`src/rtl/rca_serial_if.sv`:
```
// rtl/rca_serial_if.sv - request/response bundle for the digit-serial adder/subtractor
//
// Purpose: carries one operation request (Start, Sub, A, B, Cin) towards the
// adder and its status/results (Busy, Done, So, Cout, Ovf) back to the requester.
// Ports (signals):
//   Start, Sub, Cin   master -> slave   request strobe, op select, carry/borrow in
//   A, B [WIDTH]      master -> slave   operands
//   Busy, Done        slave -> master   operation in progress, completion pulse
//   So [WIDTH]        slave -> master   registered sum/difference
//   Cout, Ovf         slave -> master   raw MSB carry, two's-complement overflow
interface rca_serial_if #(
    parameter int WIDTH = 16
);
    logic             Start;
    logic             Sub;
    logic [WIDTH-1:0] A;
    logic [WIDTH-1:0] B;
    logic             Cin;
    logic             Busy;
    logic             Done;
    logic [WIDTH-1:0] So;
    logic             Cout;
    logic             Ovf;

    modport master (
        output Start, Sub, A, B, Cin,
        input  Busy, Done, So, Cout, Ovf
    );

    modport slave (
        input  Start, Sub, A, B, Cin,
        output Busy, Done, So, Cout, Ovf
    );
endinterface

```
`src/rtl/rca_serial.sv`:
```
// rtl/rca_serial.sv - digit-serial ripple-carry adder/subtractor
//
// Purpose: reuses one DIGIT-bit adder chain over NDIG = WIDTH/DIGIT cycles,
// carrying between digits through a 1-bit register, LSB digit first.
// Ports:
//   CLK    in   rising-edge clock
//   RST_n  in   asynchronous active-low reset
//   bus    slave modport of rca_serial_if (request in, Busy/Done/results out)
module rca_serial #(
    parameter int WIDTH = 16,
    parameter int DIGIT = 4
) (
    input  logic         CLK,
    input  logic         RST_n,
    rca_serial_if.slave  bus
);
    localparam int NDIG = WIDTH / DIGIT;
    localparam int CW   = $clog2(NDIG + 1);

    localparam logic [0:0] IDLE = 1'b0;
    localparam logic [0:0] RUN  = 1'b1;

    localparam logic [CW-1:0] LAST = CW'(NDIG - 1);

    generate
        if (DIGIT < 1 || DIGIT > WIDTH || (WIDTH % DIGIT) != 0) begin : g_bad_digit
            $error("rca_serial: WIDTH must be a positive multiple of DIGIT");
        end
    endgenerate

    logic [0:0]       state;
    logic [CW-1:0]    cnt;
    logic             carry;
    logic [WIDTH-1:0] a_sh;
    logic [WIDTH-1:0] b_sh;
    logic [WIDTH-1:0] res;

    logic             done_r;
    logic [WIDTH-1:0] so_r;
    logic             cout_r;
    logic             ovf_r;

    logic [DIGIT:0]   sum_full;
    logic             c_msb_in;
    logic [WIDTH-1:0] res_next;

    // One digit of the chain. The carry into the slice MSB is recovered from
    // the sum bit, so overflow needs no separate partial adder.
    always_comb begin
        sum_full = {1'b0, a_sh[DIGIT-1:0]} + {1'b0, b_sh[DIGIT-1:0]} + (DIGIT+1)'(carry);
        c_msb_in = a_sh[DIGIT-1] ^ b_sh[DIGIT-1] ^ sum_full[DIGIT-1];
        // New digit enters at the top; after NDIG digits the LSB digit sits at bit 0.
        res_next = (res >> DIGIT) | (WIDTH'(sum_full[DIGIT-1:0]) << (WIDTH - DIGIT));
    end

    always_ff @(posedge CLK or negedge RST_n) begin
        if (!RST_n) begin
            state  <= IDLE;
            cnt    <= '0;
            carry  <= 1'b0;
            a_sh   <= '0;
            b_sh   <= '0;
            res    <= '0;
            done_r <= 1'b0;
            so_r   <= '0;
            cout_r <= 1'b0;
            ovf_r  <= 1'b0;
        end else begin
            done_r <= 1'b0;
            if (state == IDLE) begin
                if (bus.Start) begin
                    state <= RUN;
                    a_sh  <= bus.A;
                    // Subtract as A + ~B + ~Cin, i.e. A - B - Cin.
                    b_sh  <= bus.B ^ {WIDTH{bus.Sub}};
                    carry <= bus.Cin ^ bus.Sub;
                    cnt   <= '0;
                    res   <= '0;
                end
            end else begin
                a_sh  <= a_sh >> DIGIT;
                b_sh  <= b_sh >> DIGIT;
                res   <= res_next;
                carry <= sum_full[DIGIT];
                cnt   <= cnt + CW'(1);
                if (cnt == LAST) begin
                    state  <= IDLE;
                    so_r   <= res_next;
                    cout_r <= sum_full[DIGIT];
                    ovf_r  <= c_msb_in ^ sum_full[DIGIT];
                    done_r <= 1'b1;
                end
            end
        end
    end

    assign bus.Busy = (state == RUN);
    assign bus.Done = done_r;
    assign bus.So   = so_r;
    assign bus.Cout = cout_r;
    assign bus.Ovf  = ovf_r;
endmodule

```
`src/flat_wrapper.sv`:
```
// flat-port wrapper written by rule: the top's interface ports become plain ports
module rca_serial_flat 
#(
    parameter int WIDTH = 16,
    parameter int DIGIT = 4
)
  (CLK, RST_n, bus_Start, bus_Sub, bus_A, bus_B, bus_Cin, bus_Busy, bus_Done, bus_So, bus_Cout, bus_Ovf);
  rca_serial_if #(.WIDTH(WIDTH)) bus_i ();
  input  logic CLK;
  input  logic RST_n;
  input wire logic [$bits(bus_i.Start)-1:0] bus_Start;
  input wire logic [$bits(bus_i.Sub)-1:0] bus_Sub;
  input wire logic [$bits(bus_i.A)-1:0] bus_A;
  input wire logic [$bits(bus_i.B)-1:0] bus_B;
  input wire logic [$bits(bus_i.Cin)-1:0] bus_Cin;
  output wire logic [$bits(bus_i.Busy)-1:0] bus_Busy;
  output wire logic [$bits(bus_i.Done)-1:0] bus_Done;
  output wire logic [$bits(bus_i.So)-1:0] bus_So;
  output wire logic [$bits(bus_i.Cout)-1:0] bus_Cout;
  output wire logic [$bits(bus_i.Ovf)-1:0] bus_Ovf;
  assign bus_i.Start = bus_Start;
  assign bus_i.Sub = bus_Sub;
  assign bus_i.A = bus_A;
  assign bus_i.B = bus_B;
  assign bus_i.Cin = bus_Cin;
  assign bus_Busy = bus_i.Busy;
  assign bus_Done = bus_i.Done;
  assign bus_So = bus_i.So;
  assign bus_Cout = bus_i.Cout;
  assign bus_Ovf = bus_i.Ovf;
  rca_serial #(.WIDTH(WIDTH), .DIGIT(DIGIT)) u_core (.CLK(CLK), .RST_n(RST_n), .bus(bus_i));
endmodule
```
`config.mk`:
```
export PLATFORM = sky130hd
export DESIGN_NAME = rca_serial_flat
export DESIGN_NICKNAME = d
export VERILOG_FILES = /design/src/rtl/rca_serial_if.sv /design/src/rtl/rca_serial.sv /design/src/flat_wrapper.sv
export SDC_FILE = /design/constraint.sdc
export NUM_CORES = 1
export LEC_CHECK = 0
export CAP_MARGIN = 20
export CORE_ASPECT_RATIO = 1.1
export CORE_UTILIZATION = 52
export DETAILED_ROUTE_END_ITERATION = 8
export PLACE_DENSITY = 0.84
export SYNTH_ARGS = -nofsm -noshare
export SYNTH_HDL_FRONTEND = slang
export SYNTH_SLANG_ARGS = --single-unit
```
`constraint.sdc`:
```
create_clock -name CLK -period 2.39 [get_ports CLK]
set_input_delay 0.478 -clock CLK [delete_from_list [all_inputs] [get_ports CLK]]
set_output_delay 0.478 -clock CLK [all_outputs]
set_load 0.02 [all_outputs]
```
==> results.py, run 1 <==
metrics = {
    "run_status": {
        "status": "finished, final reports clean",
    },
    "clocking": {
        "clk_latency_ns": 0.33,
        "tritoncts": "built",
        "clockRootBuffer": "clkbuf_8",
        "cts_buffer_depth": 2,
        "numCtsBuffers": 9,
        "post_cts_buffers": 0,
        "h-tree-depth": 3,
        "clock-sinks": 68,
        "clkTransAtPathRegs_ns": 0.07,
        "postCtsHoldBufs": 0,
        "cts_resized": 0,
    },
    "yosys": {
        "yosysUniqueCellTypes": 29,
        "avgSynthCellArea_um2": 11.0,
        "netlist_instances": 280,
        "seq_area_frac_synth_pct": 55.2,
        "syn-cell-area_um2": 3080,
        "synth_fp_nets": 324,
        "yosysWarningCount": 0,
        "ys_seq_elements": 68,
    },
    "place": {
        "place.gp.congestion": 0.767,
        "dpl.cell_count": 402,
        "dpl.hpwl_um": 4090,
        "dp_slack_ns": 0.414,
        "numPortBuffers": 56,
    },
    "sta": {
        "maxSlewHeadroom_pct": 63.6,
        "slew_violations": 0,
        "finalSetupViolations": 0,
        "finalWorstSetupSlack_ns": 0.387,
        "max_freq_mhz": 499,
        "fin_crit_ns": 2.00,
        "rsz0062_at_grt": "no",
        "setup_tns_ns": 0,
        "post-route-period-util_pct": 83.8,
        "hold_viol_final": 0,
        "tightest_slew_ns": 0.544,
        "fin_worst_skew_ns": 0.00930,
    },
    "setup_path": {
        "crit_buf_inv": 0,
        "critical_path_required_ns": 2.58,
        "cp-start-kind": "flop",
        "critical_path_class": "flop to flop",
        "crit_top_cell": "fa_1",
        "worst_path_max_delay_cell": "fa_1",
        "critPathMaxStageDelay_ns": 0.47,
        "crit_family": "adder cells",
        "arrival_ns": 2.20,
        "endpoint_kind": "flop",
        "cp_cell_sequence": "fa_1 > fa_1 > a21o_1 > a21oi_2 > xnor2_1 > o21ai_1",
        "critical_path.max_fanout": 3,
    },
    "die": {
        "io_pins": 57,
        "rows": 29,
        "start_util_pct": 53.8,
        "die_w_um": 75.4,
        "core_um2": 5730,
        "dieArea_um2": 6240,
        "die_height_um": 82.7,
    },
    "layout": {
        "final_nets": 380,
        "diodes": 0,
        "drive_gt1_share_pct": 12.4,
        "fill_cells": 472,
        "layout.cells.non_filler": 417,
        "syn2layout_area_growth_pct": 25.9,
    },
    "routing": {
        "wirelength_um": 5660,
        "vias_per_cell": 5.22,
        "vias": 2177,
        "drc": 0,
        "routedWlPerCell_um": 13.6,
        "antenna_left": 0,
        "drt_iter0_drc": 137,
        "firstDrtPassIters": 4,
    },
    "global_routing": {
        "grt_max_degree": 58,
        "grt_pass1_wl_um": 9270,
        "grt_usage_pct": 20.3,
        "antenna_found_initial": 0,
        "grt-ovfl-total": 0,
        "grt_pass1_vias": 2060,
    },
    "worst_hold_path": {
        "min_path_type": "primary input to asynchronous set/reset pin",
    },
    "power": {
        "powerDensity_nw_per_um2": 1080,
        "ir_drop_mv": 0.440,
        "p_leak_nw": 1.78,
    },
    "job": {
        "cap_viol_max_count": 0,
    },
}
==> synthesized netlist by cell type <==
library cell,n,area (µm²)
mux2_4,1,15.0
inv_1,3,11.3
ha_1,5,62.6
and3_1,1,6.26
buf_6,1,11.3
a21o_2,1,8.76
a21oi_2,1,8.76
nand3_1,1,5.00
buf_4,3,22.5
a21oi_4,1,16.3
xnor2_1,19,166
o21ai_0,35,175
a211oi_1,4,30.0
mux2i_1,17,170
a21o_1,2,15.0
nand2_1,43,161
buf_2,8,40.0
dfrtp_1,68,1700
mux2_2,15,169
a22o_1,5,43.8
a21oi_1,12,60.1
o211ai_1,1,7.51
buf_8,1,15.0
o21ai_1,1,5.00
fa_1,2,40.0
clkbuf_1,6,22.5
xor2_1,1,8.76
nor2_1,21,78.8
inv_2,1,3.75
==> per-stage QoR <==
step | area (µm²) | total power [W] | util, % | hold WS [ns]
after detailed placement | 3700 | 0.00336 | 64.5 | 0.458
after global placement | 3700 | 0.00326 | 64.5 | 0.446
after global routing | 3880 | 0.00448 | 67.7 | 0.124
after CTS | 3880 | 0.00424 | 67.7 | 0.105
after floorplan | 3080 | 0.00277 | - | 0.182
final | 3880 | 0.00420 | 67.7 | 0.0964
==> worst paths after layout <==
| kind | cells after the start | slack, ns | endpoint | start |
|---|---|---|---|---|
| setup / recovery | 6 | 0.39 | u_core.bus.Ovf$_DFFE_PN0P_ | u_core.b_sh[0]$_DFFE_PN0P_ |
| hold / removal | 1 | 0.1 | u_core.res[13]$_DFFE_PN0P_ | RST_n |
| setup reg to reg | 6 | 0.39 | u_core.bus.Ovf$_DFFE_PN0P_ | u_core.b_sh[0]$_DFFE_PN0P_ |
| hold reg to reg | 2 | 0.49 | u_core.b_sh[8]$_DFFE_PN0P_ | u_core.b_sh[12]$_DFFE_PN0P_ |
| max in group asynchronous | 2 | 1.72 | u_core.a_sh[0]$_DFFE_PN0P_ | RST_n |
| min in group CLK | 2 | 0.49 | u_core.b_sh[8]$_DFFE_PN0P_ | u_core.b_sh[12]$_DFFE_PN0P_ |
==> area by class of cell <==
cell class                 count  area (µm²)  share of cell area [%]
sequential                    68        1700                    43.9
multi-input combinational    189        1250                    32.3
timing repair buffer          64         628                    16.2
clock buffer                  13         149                    3.84
tap                           77        96.3                    2.48
clock inverter                 2        35.0                   0.903
inverter                       4        15.0                   0.387
==> sequential cells by signal, indices dropped and copies added (netlist names) <==
| register | cells |
|---|---|
| u_core.bus.So | 16 |
| u_core.res | 12 |
| u_core.carry | 1 |
| u_core.b_sh | 16 |
| u_core.cnt | 3 |
| u_core.bus.Busy | 1 |
| u_core.bus.Ovf | 1 |
| u_core.bus.Done | 1 |
| u_core.bus.Cout | 1 |
| u_core.a_sh | 16 |
==> report_power, final <==
group / switching [W] / internal (W)
combinational: 0.000751 / 0.000739
sequential: 0.000253 / 0.00157
clock: 0.000382 / 0.000505
==> worst reg2reg max path: stages (launching register included) <==
cell and delay (ns):
dfrtp_1 0.40, fa_1 0.47, fa_1 0.42, a21o_1 0.19
a21oi_2 0.18, xnor2_1 0.14, o21ai_1 0.08
==> layer usage <==
| metal | track usage (%) | share of wire, % | up-vias |
|---|---|---|---|
| met3 | 5.10 | 3.3 | 8 |
| met4 | 7.96 | 1.3 | 0 |
| li1 | - | - | 1065 |
| met1 | 25.1 | 42 | 1047 |
| met5 | 0 | 0 | - |
| met2 | 34.1 | 53 | 57 |
==> layout by cell type (no fill, tap or decap), drive strengths merged <==
cell / instances
nor2: 21
inv: 4
nand2: 43
ha: 5
a21oi: 14
a22o: 5
clkbuf: 13
fa: 2
a211oi: 4
dfrtp: 68
buf: 9
xor2: 1
bufinv: 1
and3: 1
xnor2: 19
a21o: 3
clkdlybuf4s50: 55
nand3: 1
o211ai: 1
mux2i: 17
clkinv: 1
mux2: 16
o21ai: 36
==> cell families (layout without fill, tap and decap cells) <==
logic type	count (synthesis)	after routing	synth area share [%]
multiplexers	33	33	11.5
AO/OA/AOI/OAI	63	63	12.0
AND/OR/NAND/NOR	66	66	8.16
XOR/XNOR	20	20	5.68
flip-flops	68	68	55.2
adder cells (fa/ha/maj)	7	7	3.33
buffers and inverters	23	83	4.10
Power figures use the tool's default switching activity.
==> run 2, diff against run 1 <==
--- a/config.mk
+++ b/config.mk
@@ -7,9 +7,9 @@
 export LEC_CHECK = 0
 export CAP_MARGIN = 20
 export CORE_ASPECT_RATIO = 1.1
-export CORE_UTILIZATION = 52
+export CORE_UTILIZATION = 47
 export DETAILED_ROUTE_END_ITERATION = 8
-export PLACE_DENSITY = 0.84
+export PLACE_DENSITY = 0.81
 export SYNTH_ARGS = -nofsm -noshare
 export SYNTH_HDL_FRONTEND = slang
 export SYNTH_SLANG_ARGS = --single-unit
==> constraint.sdc (replaced) <==
create_clock -name CLK -period 1.75 [get_ports CLK]
set_input_delay 0.35 -clock CLK [delete_from_list [all_inputs] [get_ports CLK]]
set_output_delay 0.35 -clock CLK [all_outputs]
set_load 0.02 [all_outputs]
==> results.py, run 2 (same netlist as run 1, synthesis figures left out) <==
metrics = {
    "place": {
        "dp_slack_ns": -0.0697,
        "place.gp.congestion": 0.782,
        "numPortBuffers": 56,
        "dpl.cell_count": 407,
        "dpl.hpwl_um": 3890,
    },
    "layout": {
        "diodes": 0,
        "mostFrequentLayoutCells": "67 x dfrtp_1, 54 x clkdlybuf4s50_1, 43 x nand2_1",
        "final_common_cell": "dfrtp_1",
        "syn2layout_area_growth_pct": 29.1,
        "layout.cells.non_filler": 422,
        "drive_gt1_share_pct": 14.6,
        "fill_cells": 460,
        "final_nets": 383,
    },
    "sta": {
        "fin_worst_skew_ns": 0.00830,
        "hold_ws_ns": 0.0147,
        "finalWorstSetupSlack_ns": -0.0946,
        "maxSlewHeadroom_pct": 71.9,
        "slew_violations": 0,
        "max_freq_mhz": 542,
        "post-route-period-util_pct": 105,
        "fin_crit_ns": 1.84,
        "tightest_slew_ns": 0.419,
        "rsz0062_at_grt": "yes",
        "hold_viol_final": 0,
        "finalSetupViolations": 3,
    },
    "global_routing": {
        "grt_usage_pct": 18.9,
        "antenna_found_initial": 0,
        "grt_pass1_vias": 2116,
        "grt_pass1_wl_um": 9760,
        "grt_max_degree": 69,
        "grt-ovfl-total": 0,
    },
    "die": {
        "die_height_um": 86.9,
        "die_w_um": 79.2,
        "start_util_pct": 49.2,
        "io_pins": 57,
        "rows": 30,
        "dieArea_um2": 6880,
        "core_um2": 6270,
    },
    "job": {
        "cap_viol_max_count": 0,
    },
    "worst_hold_path": {
        "min_path_type": "primary input to asynchronous set/reset pin",
    },
    "clocking": {
        "clk_latency_ns": 0.34,
        "clkTransAtPathRegs_ns": 0.07,
        "clockRootBuffer": "clkbuf_8",
        "cts_buffer_depth": 2,
        "tritoncts": "built",
        "postCtsHoldBufs": 0,
        "clock-sinks": 68,
        "numCtsBuffers": 9,
        "h-tree-depth": 3,
    },
    "routing": {
        "routedWlPerCell_um": 13.2,
        "drc": 0,
        "drt_iter0_drc": 128,
        "vias": 2154,
        "vias_per_cell": 5.10,
        "wirelength_um": 5580,
        "antenna_left": 0,
        "firstDrtPassIters": 4,
    },
    "setup_path": {
        "critical_path_class": "flop to flop",
        "crit_family": "adder cells",
        "critical_path.startpoint": "u_core.carry$_DFFE_PN0P_",
        "cp_cell_sequence": "fa_2 > fa_2 > a21o_1 > a21oi_2 > buf_4 > o21ai_0",
        "cp_num_cells": 6,
        "critPathMaxStageDelay_ns": 0.41,
        "endpoint_kind": "flop",
        "endpoint": "u_core.bus.Cout$_DFFE_PN0P_",
        "critical_path_required_ns": 1.98,
        "crit_top_cell": "fa_2",
        "reg2reg_to": "u_core.bus.Cout$_DFFE_PN0P_",
        "rr_worst_depth": 6,
        "crit_buf_inv": 1,
        "critical_path.max_fanout": 2,
        "cp-start-kind": "flop",
        "worst_path_max_delay_cell": "fa_2",
        "arrival_ns": 2.07,
        "timing.rr.start": "u_core.carry$_DFFE_PN0P_",
        "rrSetupSlack_ns": -0.09,
    },
    "power": {
        "ir_drop_mv": 0.830,
        "powerDensity_nw_per_um2": 1480,
        "p_leak_nw": 1.82,
    },
    "run_status": {
        "status": "finished with violations",
        "failed_checks": "negative setup slack",
    },
}
run 2: changes by cell type in the layout (fill, tap and decap cells not counted), moves of 2 or more:
cell      previous run  this run
buf_12               1         5
clkbuf_1             3         1
fa_1                 2         0
fa_2                 0         2
run 2: power breakdown:
| group | switching (W) | internal [W] | leakage, nW |
|---|---|---|---|
| Clock | 0.000539 | 0.000718 | 0.0983 |
| Combinational | 0.00101 | 0.00108 | 0.831 |
| Sequential | 0.000377 | 0.00215 | 0.892 |
| Total | 0.00193 | 0.00394 | 1.82 |
run 2: timing repair:
| action | 4_1_cts | 5_1_grt |
|---|---|---|
| resized for setup | 1 | 3 |
| endpoints found under the hold margin | 0 | 0 |
| endpoints found under the setup margin | 2 | 5 |
| cloned | 0 | 0 |
| setup buffers | 0 | 1 |
| pin swaps | 0 | 1 |
run 2: final cells by class:
type / instances / area, µm² / area share [%]
Sequential cell: 68 / 1700 / 42.8
Clock buffer: 12 / 155 / 3.90
Tap cell: 80 / 100 / 2.52
Timing Repair Buffer: 67 / 699 / 17.6
Clock inverter: 2 / 35.0 / 0.881
Inverter: 4 / 15.0 / 0.377
Multi-Input combinational cell: 189 / 1270 / 31.9
run 2: worst min-delay path by stage:
stage          start  cells after the start                           end  slack (ns)
6_report       RST_n                      2    u_core.res[14]$_DFFE_PN0P_        0.01
5_1_grt        RST_n                      2    u_core.res[14]$_DFFE_PN0P_        0.05
4_1_cts        RST_n                      2    u_core.b_sh[0]$_DFFE_PN0P_        0.03
3_5_place_dp   RST_n                      2  u_core.bus.So[5]$_DFFE_PN0P_        0.40
3_3_place_gp   RST_n                      2  u_core.bus.So[9]$_DFFE_PN0P_        0.40
2_1_floorplan  RST_n                      0    u_core.a_sh[0]$_DFFE_PN0P_        0.05
run 2: through the flow:
stage | TNS, ns | utilization (%) | power (W) | area (µm²)
4_1_cts | -0.0762 | 63.2 | 0.00590 | 3960
6_report | -0.255 | 63.5 | 0.00587 | 3980
5_1_grt | -0.428 | 63.5 | 0.00626 | 3980
3_3_place_gp | -0.0429 | 60.1 | 0.00453 | 3770
2_1_floorplan | -0.00565 | - | 0.00379 | 3090
3_5_place_dp | -0.0697 | 60.1 | 0.00463 | 3770
run 2: routing by layer:
layer  share of wire [%]  global-route usage [%]
met4                 2.7                    11.6
met3                 4.5                    4.61
met1                  45                    23.6
met5                   0                       0
met2                  48                    29.8
==> run 3, diff against run 2 <==
--- a/config.mk
+++ b/config.mk
@@ -7,9 +7,9 @@
 export LEC_CHECK = 0
 export CAP_MARGIN = 20
 export CORE_ASPECT_RATIO = 1.1
-export CORE_UTILIZATION = 47
+export CORE_UTILIZATION = 29
 export DETAILED_ROUTE_END_ITERATION = 8
-export PLACE_DENSITY = 0.81
+export PLACE_DENSITY = 0.56
 export SYNTH_ARGS = -nofsm -noshare
 export SYNTH_HDL_FRONTEND = slang
 export SYNTH_SLANG_ARGS = --single-unit
==> results.py, run 3 (same netlist as run 1, synthesis figures left out) <==
metrics = {
    "run_status": {
        "status": "finished with violations",
        "failed_checks": "negative setup slack",
    },
    "clocking": {
        "clkTransAtPathRegs_ns": 0.05,
        "cts_buffer_depth": 2,
        "postCtsHoldBufs": 0,
        "h-tree-depth": 3,
        "numCtsBuffers": 9,
        "clock-sinks": 68,
        "tritoncts": "built",
        "clk_latency_ns": 0.33,
        "clockRootBuffer": "clkbuf_16",
    },
    "die": {
        "die_height_um": 110,
        "die_w_um": 100,
        "rows": 39,
        "dieArea_um2": 11000,
        "start_util_pct": 29.8,
        "core_um2": 10300,
        "io_pins": 57,
    },
    "layout": {
        "layout.cells.non_filler": 491,
        "stdcell_area_um2": 4180,
        "seq_area_um2": 1700,
        "final_nets": 387,
        "diodes": 0,
        "drive_gt1_share_pct": 15.8,
        "syn2layout_area_growth_pct": 35.8,
        "mostFrequentLayoutCells": "67 x dfrtp_1, 54 x clkdlybuf4s50_1, 43 x nand2_1",
        "final_common_cell": "dfrtp_1",
        "fill_cells": 1034,
        "multi_input_area_um2": 1270,
    },
    "sta": {
        "tightest_slew_ns": 0.420,
        "finalSetupViolations": 3,
        "max_freq_mhz": 542,
        "maxSlewHeadroom_pct": 71.9,
        "slew_violations": 0,
        "fin_worst_skew_ns": 0.00334,
        "hold_ws_ns": 0.0351,
        "fin_crit_ns": 1.85,
        "rsz0062_at_grt": "yes",
        "post-route-period-util_pct": 105,
        "finalWorstSetupSlack_ns": -0.0962,
        "hold_viol_final": 0,
        "setup_tns_ns": -0.190,
    },
    "global_routing": {
        "grt-ovfl-total": 0,
        "use_met1_pct": 15.7,
        "grt_usage_pct": 12.9,
        "grt.busiest_layer": "met2",
        "gr-usage-met3_pct": 2.84,
        "grt_max_degree": 69,
        "antenna_found_initial": 0,
        "grt_use_met2_pct": 21.7,
        "grt_pass1_vias": 2216,
        "grt_pass1_wl_um": 10900,
    },
    "setup_path": {
        "timing.rr.start": "u_core.b_sh[0]$_DFFE_PN0P_",
        "rrSetupSlack_ns": -0.1,
        "arrival_ns": 2.06,
        "critical_path.max_fanout": 2,
        "cp-start-kind": "flop",
        "critical_path_class": "flop to flop",
        "endpoint_kind": "flop",
        "critical_path_required_ns": 1.96,
        "reg2reg_to": "u_core.bus.So[14]$_DFFE_PN0P_",
        "rr_worst_depth": 5,
    },
    "place": {
        "place.gp.congestion": 0.724,
        "dpl_cell_area_um2": 3860,
        "numPortBuffers": 56,
        "dpl.hpwl_um": 4420,
        "dpl.cell_count": 471,
    },
    "routing": {
        "firstDrtPassIters": 4,
        "vias_per_cell": 4.34,
        "routedWlPerCell_um": 12.9,
        "drt_iter0_drc": 94,
        "vias": 2130,
        "antenna_left": 0,
        "wirelength_um": 6310,
        "drc": 0,
    },
    "power": {
        "powerDensity_nw_per_um2": 1520,
        "ir_drop_mv": 0.434,
        "p_leak_nw": 1.89,
    },
    "worst_hold_path": {
        "min_path_type": "primary input to asynchronous set/reset pin",
    },
    "job": {
        "cap_viol_max_count": 0,
    },
}
==> run 3: repair_timing <==
action | in CTS | in global routing
cloned | 0 | 0
setup buffers | 3 | 1
resized for setup | 2 | 2
pin swaps | 3 | 4
endpoints found under the hold margin | 0 | 0
endpoints found under the setup margin | 4 | 7
==> run 3: routing by layer <==
layer	share of wire, %	routed length (µm)
met5	0	0
met3	3.7	234
met2	48	3050
met4	1.6	104
met1	46	2920
==> run 3: layout make-up <==
class,count,share of cell area [%]
Clock buffer,10,5.47
Multi-Input combinational cell,189,30.4
Tap cell,143,4.28
Sequential cell,68,40.7
Clock inverter,6,1.32
Inverter,4,0.359
Timing Repair Buffer,71,17.4
==> run 3: worst max path at each step <==
| stage | start | end | slack, ns | cells after the start |
|---|---|---|---|---|
| floorplan | u_core.carry$_DFFE_PN0P_ | u_core.bus.Ovf$_DFFE_PN0P_ | -0.006 | 6 |
| global placement | u_core.carry$_DFFE_PN0P_ | u_core.bus.Ovf$_DFFE_PN0P_ | -0.06 | 6 |
| detailed placement | u_core.carry$_DFFE_PN0P_ | u_core.bus.Ovf$_DFFE_PN0P_ | -0.12 | 6 |
| CTS | u_core.b_sh[0]$_DFFE_PN0P_ | u_core.bus.Ovf$_DFFE_PN0P_ | -0.11 | 6 |
| global route | u_core.b_sh[0]$_DFFE_PN0P_ | u_core.bus.Ovf$_DFFE_PN0P_ | -0.16 | 6 |
| finish | u_core.b_sh[0]$_DFFE_PN0P_ | u_core.bus.So[14]$_DFFE_PN0P_ | -0.1 | 5 |
==> run 3: worst max-delay path: stages (launching register included) <==
cell and delay [ns]:
dfrtp_1 0.40, fa_2 0.41, fa_2 0.35, buf_4 0.14, xor2_1 0.17, mux2_2 0.27
==> run 3: where the power goes <==
group	leakage [nW]	internal (W)	switching, W	total (W)
sequential	0.892	0.00215	0.000369	0.00252
combinational	0.851	0.00111	0.00103	0.00214
clock	0.146	0.00109	0.000634	0.00172
==> run 3: metrics by stage <==
step | util [%] | setup WS, ns | total power [W]
after floorplan | - | -0.00565 | 0.00379
after CTS | 40.3 | -0.108 | 0.00646
after detailed placement | 37.3 | -0.116 | 0.00466
after global placement | 37.3 | -0.0565 | 0.00460
after global routing | 40.4 | -0.164 | 0.00682
final | 40.4 | -0.0962 | 0.00638
